`src/rtl/fetch_unit.sv`:
```
// Instruction-fetch stage: owns the PC, drives the instruction memory address and
// holds the fetched word in the IF/ID register behind a valid/ready handshake.
module fetch_unit #(
    parameter logic [31:0] RESET_PC  = 32'h0000_0000,
    parameter logic [31:0] NOP_INSTR = 32'h0000_0013
) (
    input  logic        clk_i,
    input  logic        rst_ni,
    output logic [31:0] imem_addr_o,
    input  logic [31:0] imem_rdata_i,
    input  logic        redirect_i,
    input  logic [31:0] redirect_pc_i,
    output logic [31:0] instr_o,
    output logic [31:0] pc_o,
    output logic        valid_o,
    input  logic        ready_i,
    output logic        misalign_o
);

    typedef enum logic {
        ST_RUN  = 1'b0,
        ST_HALT = 1'b1
    } state_t;

    state_t      r_state;
    logic [31:0] r_pc;
    logic [31:0] r_instr;
    logic [31:0] r_pc_out;
    logic        r_valid;
    logic        r_misalign;

    logic        w_run;
    logic        w_load;
    logic        w_aligned;

    assign w_run     = (r_state == ST_RUN);
    assign w_aligned = (redirect_pc_i[1:0] == 2'b00);
    // Refill only when the IF/ID slot is empty or being drained this edge.
    assign w_load    = w_run && !redirect_i && (!r_valid || ready_i);

    always_ff @(posedge clk_i or negedge rst_ni) begin
        if (!rst_ni) begin
            r_state    <= ST_RUN;
            r_pc       <= RESET_PC;
            r_instr    <= NOP_INSTR;
            r_pc_out   <= '0;
            r_valid    <= 1'b0;
            r_misalign <= 1'b0;
        end else if (w_run && redirect_i) begin
            r_valid <= 1'b0;
            if (w_aligned) begin
                r_pc <= redirect_pc_i;
            end else begin
                r_misalign <= 1'b1;
                r_state    <= ST_HALT;
            end
        end else if (w_load) begin
            r_instr  <= imem_rdata_i;
            r_pc_out <= r_pc;
            r_valid  <= 1'b1;
            r_pc     <= r_pc + 32'd4;
        end else if (r_valid && ready_i) begin
            r_valid <= 1'b0;
        end
    end

    assign imem_addr_o = r_pc;
    assign instr_o     = r_instr;
    assign pc_o        = r_pc_out;
    assign valid_o     = r_valid;
    assign misalign_o  = r_misalign;

endmodule

```
`config.mk`:
```
export PLATFORM = sky130hd
export DESIGN_NAME = fetch_unit
export DESIGN_NICKNAME = d
export VERILOG_FILES = /design/src/rtl/fetch_unit.sv
export SDC_FILE = /design/constraint.sdc
export NUM_CORES = 1
export LEC_CHECK = 0
export CORE_MARGIN = 2
export CORE_UTILIZATION = 40
export DETAILED_ROUTE_END_ITERATION = 12
export MAX_ROUTING_LAYER = met4
export PLACE_DENSITY = 0.73
export SLEW_MARGIN = 10
export SYNTH_ARGS = -nofsm -noshare
export SYNTH_HDL_FRONTEND = slang
export SYNTH_SLANG_ARGS = --single-unit
```
`constraint.sdc`:
```
create_clock -name clk_i -period 1.9 [get_ports clk_i]
set_input_delay 0.19 -clock clk_i [delete_from_list [all_inputs] [get_ports clk_i]]
set_output_delay 0.19 -clock clk_i [all_outputs]
set_load 0.01 [all_outputs]
```
Word level (Yosys, flattened, before mapping)
Cells that the tools add are included.
{"block": "totals", "reg_bits": 98, "latchBits": 0, "ram_bits": 0, "rom_bits": 0, "out_inout_bits": 98, "n_memories": 0}
{"block": "classes", "n_addsub": 1, "mul": 0, "div": 0, "order_cmp": 0, "n_eq_ne": 1, "shift": 0, "n_mux": 6, "bitwise_logic": 3, "n_reduce_logical": 13}
{"op": "$mux 32", "count": 3}
{"op": "$add 32x3->32 const B", "count": 1}
{"op": "$reduce_and 2->1", "count": 3}
{"op": "$logic_and 1x1->1", "count": 4}
{"op": "$mux 1", "count": 3}
{"op": "$not 1->1", "count": 3}
{"op": "$reduce_bool 3->1", "count": 1}
{"op": "$logic_not 1->1", "count": 2}
{"op": "$logic_not 2->1", "count": 1}
{"op": "$ne 2x2->1 const B", "count": 1}
{"op": "$reduce_bool 2->1", "count": 1}
{"op": "$logic_or 1x1->1", "count": 1}

Longest topological paths before layout
Gate-level depths: netlist of the first run.
{"block": "depth", "word_depth": 5, "ltp_mapped": 8}

Least setup slack after synthesis of the first run
No wires, ideal clock.
{"block": "synth_timing", "kind": "reg2reg", "start": "register, netlist name misalign_o", "end": "register r_pc[18] (netlist: imem_addr_o[18])", "setup_time_ns": 0.082, "arrival_time_ns": 1.823, "t_required_ns": 1.818, "slack_ns": -0.005, "stages_incl_launch_ff": 5, "n_path_buf": 0, "period_less_slack_ns": 1.905, "path_cell_list": "dfrtp_1 > or4b_4 > o21a_4 > or4_4 > a22oi_2"}
{"element": "to (signal assigned)", "line": "52", "source": "r_pc <= redirect_pc_i;"}
{"element": "to (signal assigned)", "line": "61", "source": "r_pc <= r_pc + 32'd4;"}
{"element": "to (decl)", "line": "26", "source": "logic [31:0] r_pc;"}

==> out/results.tsv, run 1 <==
metric	value	unit
EDFF count, synth	0	
Ports	166	
worst slew pin tran	439	ps
clock skew	7.25	ps
final hold viol count	0	
WL final	13.4	mm
CTS Buffer Depth	2	
clock sinks	98	
synthesized area	4510	um^2
placed cells	859	
sequential cell area fraction in the yosys report	54.5	%
hold crit path type	in2async	
crit path cell chain	or4b_4, o21a_4, or4_4, a22oi_2	
layout cells sized above 1	12.1	%
Max transition margin	70.7	%
Synth async-reset ratio	100	%
grt total ovfl	0	
Yosys top cell by area	dfrtp_1	
P_leak	3.23	nW
min cycle time layout	1830	ps
Worst-Skew Late Latency	340	ps
Syn Inst Count	537	
CP endpoint kind	register	
Final Max Tran Viols	0	
Synth top cells by count	nand2_1, dfrtp_1, a21oi_1	
Layout area overhead	55.2	%
arrival time at the worst endpoint	2090	ps
Post-Syn Area per Cell	8.40	um^2
pin count of the biggest net entering global routing	37	
First DRT Iteration DRCs	234	
synth top area cells	dfrtp_1, nand2_1, a21oi_1	
register area	2460	um^2
die height	110	um
antenna violations before repair	0	
IO buf count	165	
Die ar.	12100	um^2
Initial Util	41.2	%
Inserted Diodes	0	
Crit Path Class	reg2reg	
clock-pin slew on the worst setup and hold paths	60	ps
ANT nets after route	0	
CTS Buf Count	9	
first-pass GRT wire length	21.1	mm
vias in the first global route	4360	
WHS	347	ps
die width	110	um
Yosys Warn Count	0	
Rows	38	
Multi-input gate area	1940	um^2
final setup vio count	0	
CP peak stage delay	530	ps
drt first pass iters	5	
routed len/inst	15.3	um
main flop type after synthesis	dfrtp_1	
maximum vdd drop	0.464	mV
hpwl dp	9.95	mm
#FFs+latches synth	98	
Via density	5.19	
status	complete, no violations	
CTS tree	built	
max-cap violations	0	
PD cells	857	nW/um^2
delay-heaviest family, CP	simple AND/OR/NAND/NOR gates	
WP buf/inv	0	
drt drc	0	
final worst-path cycle share	96.5	%
CP max stage cell	or4_4	
Nets	801	
Req. time, crit path	2160	ps
CP max FO	6	
detailed-route via count	4554	
syn_nets	606	
RSZ-0062 raised after global routing	false	
CTS root buf	clkbuf_16	
H-tree depth	3	
Synth top area share	52.7	%
Final GP Congestion	0.858	
Core ar.	10900	um^2
Power Total	6.00	mW
Achievable Freq	545	MHz
total global-route track usage	23.0	%
# fillers	923	
count of cell types in the netlist	47	
Startpoint Class	register	
Non-Filler Instances	877	
count leader, synth	nand2_1	
[logic make-up after synthesis]
group                      count (synthesis)  share of synthesized area, %
and+or+nand+nor                          315                          30.0
muxes                                      1                         0.250
buffers and inverters                     35                          3.11
DFF                                       98                          54.5
adders and majority gates                  1                         0.277
AOI/OAI and AO/OA                         87                          11.9
[per-stage QoR]
| step | worst slack [ps] | cell area [um^2] | TNS, ps | util, % |
|---|---|---|---|---|
| floorplan | 18.4 | 4510 | 0 | - |
| global placement | -183 | 6670 | -1290 | 61.0 |
| detailed placement | -211 | 6670 | -1730 | 61.0 |
| CTS | 52.2 | 6980 | 0 | 63.9 |
| global route | 2.68 | 7000 | 0 | 64.0 |
| finish | 66.7 | 7000 | 0 | 64.0 |
[state kept, by name (all words and copies together) (netlist names)]
name / flops
pc_o: 32
imem_addr_o: 32
misalign_o: 1
valid_o: 1
instr_o: 32
[cell usage in the layout, fill, tap and decap left out, types with 2 or more instances in the layout]
| master | n |
|---|---|
| a21oi_1 | 33 |
| a2bb2oi_1 | 3 |
| a31oi_1 | 4 |
| and2_1 | 4 |
| and3_1 | 4 |
| and3_2 | 2 |
| and4_1 | 3 |
| buf_12 | 6 |
| buf_4 | 47 |
| clkbuf_16 | 9 |
| clkbuf_8 | 2 |
| clkdlybuf4s50_1 | 164 |
| clkinv_2 | 2 |
| dfrtp_1 | 95 |
| dfstp_2 | 3 |
| nand2_1 | 227 |
| nand3_1 | 18 |
| nand4_1 | 10 |
| nor2_1 | 19 |
| nor2_4 | 2 |
| nor3_1 | 6 |
| nor4_1 | 3 |
| o21ai_0 | 23 |
| o22ai_1 | 8 |
| o2bb2a_1 | 2 |
| or2_2 | 4 |
| or3_1 | 3 |
[final timing paths]
kind | start | end | slack (ps) | cells past startpoint
hold / removal | rst_ni | instr_o[9] | 350 | 2
min in group clk_i | imem_rdata_i[0] | instr_o[0] | 350 | 3
max in group asynchronous | rst_ni | instr_o[4] | 940 | 3
hold reg to reg | instr_o[0] | instr_o[0] | 460 | 2
setup reg to reg | misalign_o | imem_addr_o[18] | 70 | 4
setup / recovery | misalign_o | imem_addr_o[18] | 70 | 4
[worst register-to-register path: stages (launching register included)]
cell     delay (ps)
dfrtp_1         410
or4b_4          510
o21a_4          160
or4_4           530
a22oi_2         160
[area by class of cell]
| cell class | count | share of cell area, % |
|---|---|---|
| Multi-Input combinational cell | 404 | 27.6 |
| Inverter | 1 | 0.0536 |
| Sequential cell | 98 | 35.1 |
| Clock inverter | 4 | 0.697 |
| Tap cell | 140 | 2.50 |
| Timing Repair Buffer | 218 | 30.3 |
| Clock buffer | 12 | 3.66 |
[power breakdown]
| part | internal (mW) | switching (mW) |
|---|---|---|
| combinational | 0.888 | 0.681 |
| clock | 1.09 | 0.767 |
| sequential | 2.40 | 0.168 |
| total | 4.38 | 1.62 |
[per-layer routing]
metal	up-vias	GRT usage, %	share of wire [%]
li1	2193	-	-
met1	2147	27.7	42
met2	199	38.8	47
met3	15	4.59	9.1
met4	0	7.50	1.4
met5	-	-	0
[what timing repair did]
action                                 4_1_cts  5_1_grt
hold buffers                                 1        0
gates resized for setup                      0        3
setup endpoints to repair                    0        5
buffers inserted                             0        1
endpoints found under the hold margin       28        0
Power figures use the tool's default switching activity.
==> inputs of run 2 (changes only) <==
CTS_CLUSTER_SIZE = 12   (was default)
==> results of run 2 <==
Same layout as run 1: the final DEF is identical, and so are final timing and power.
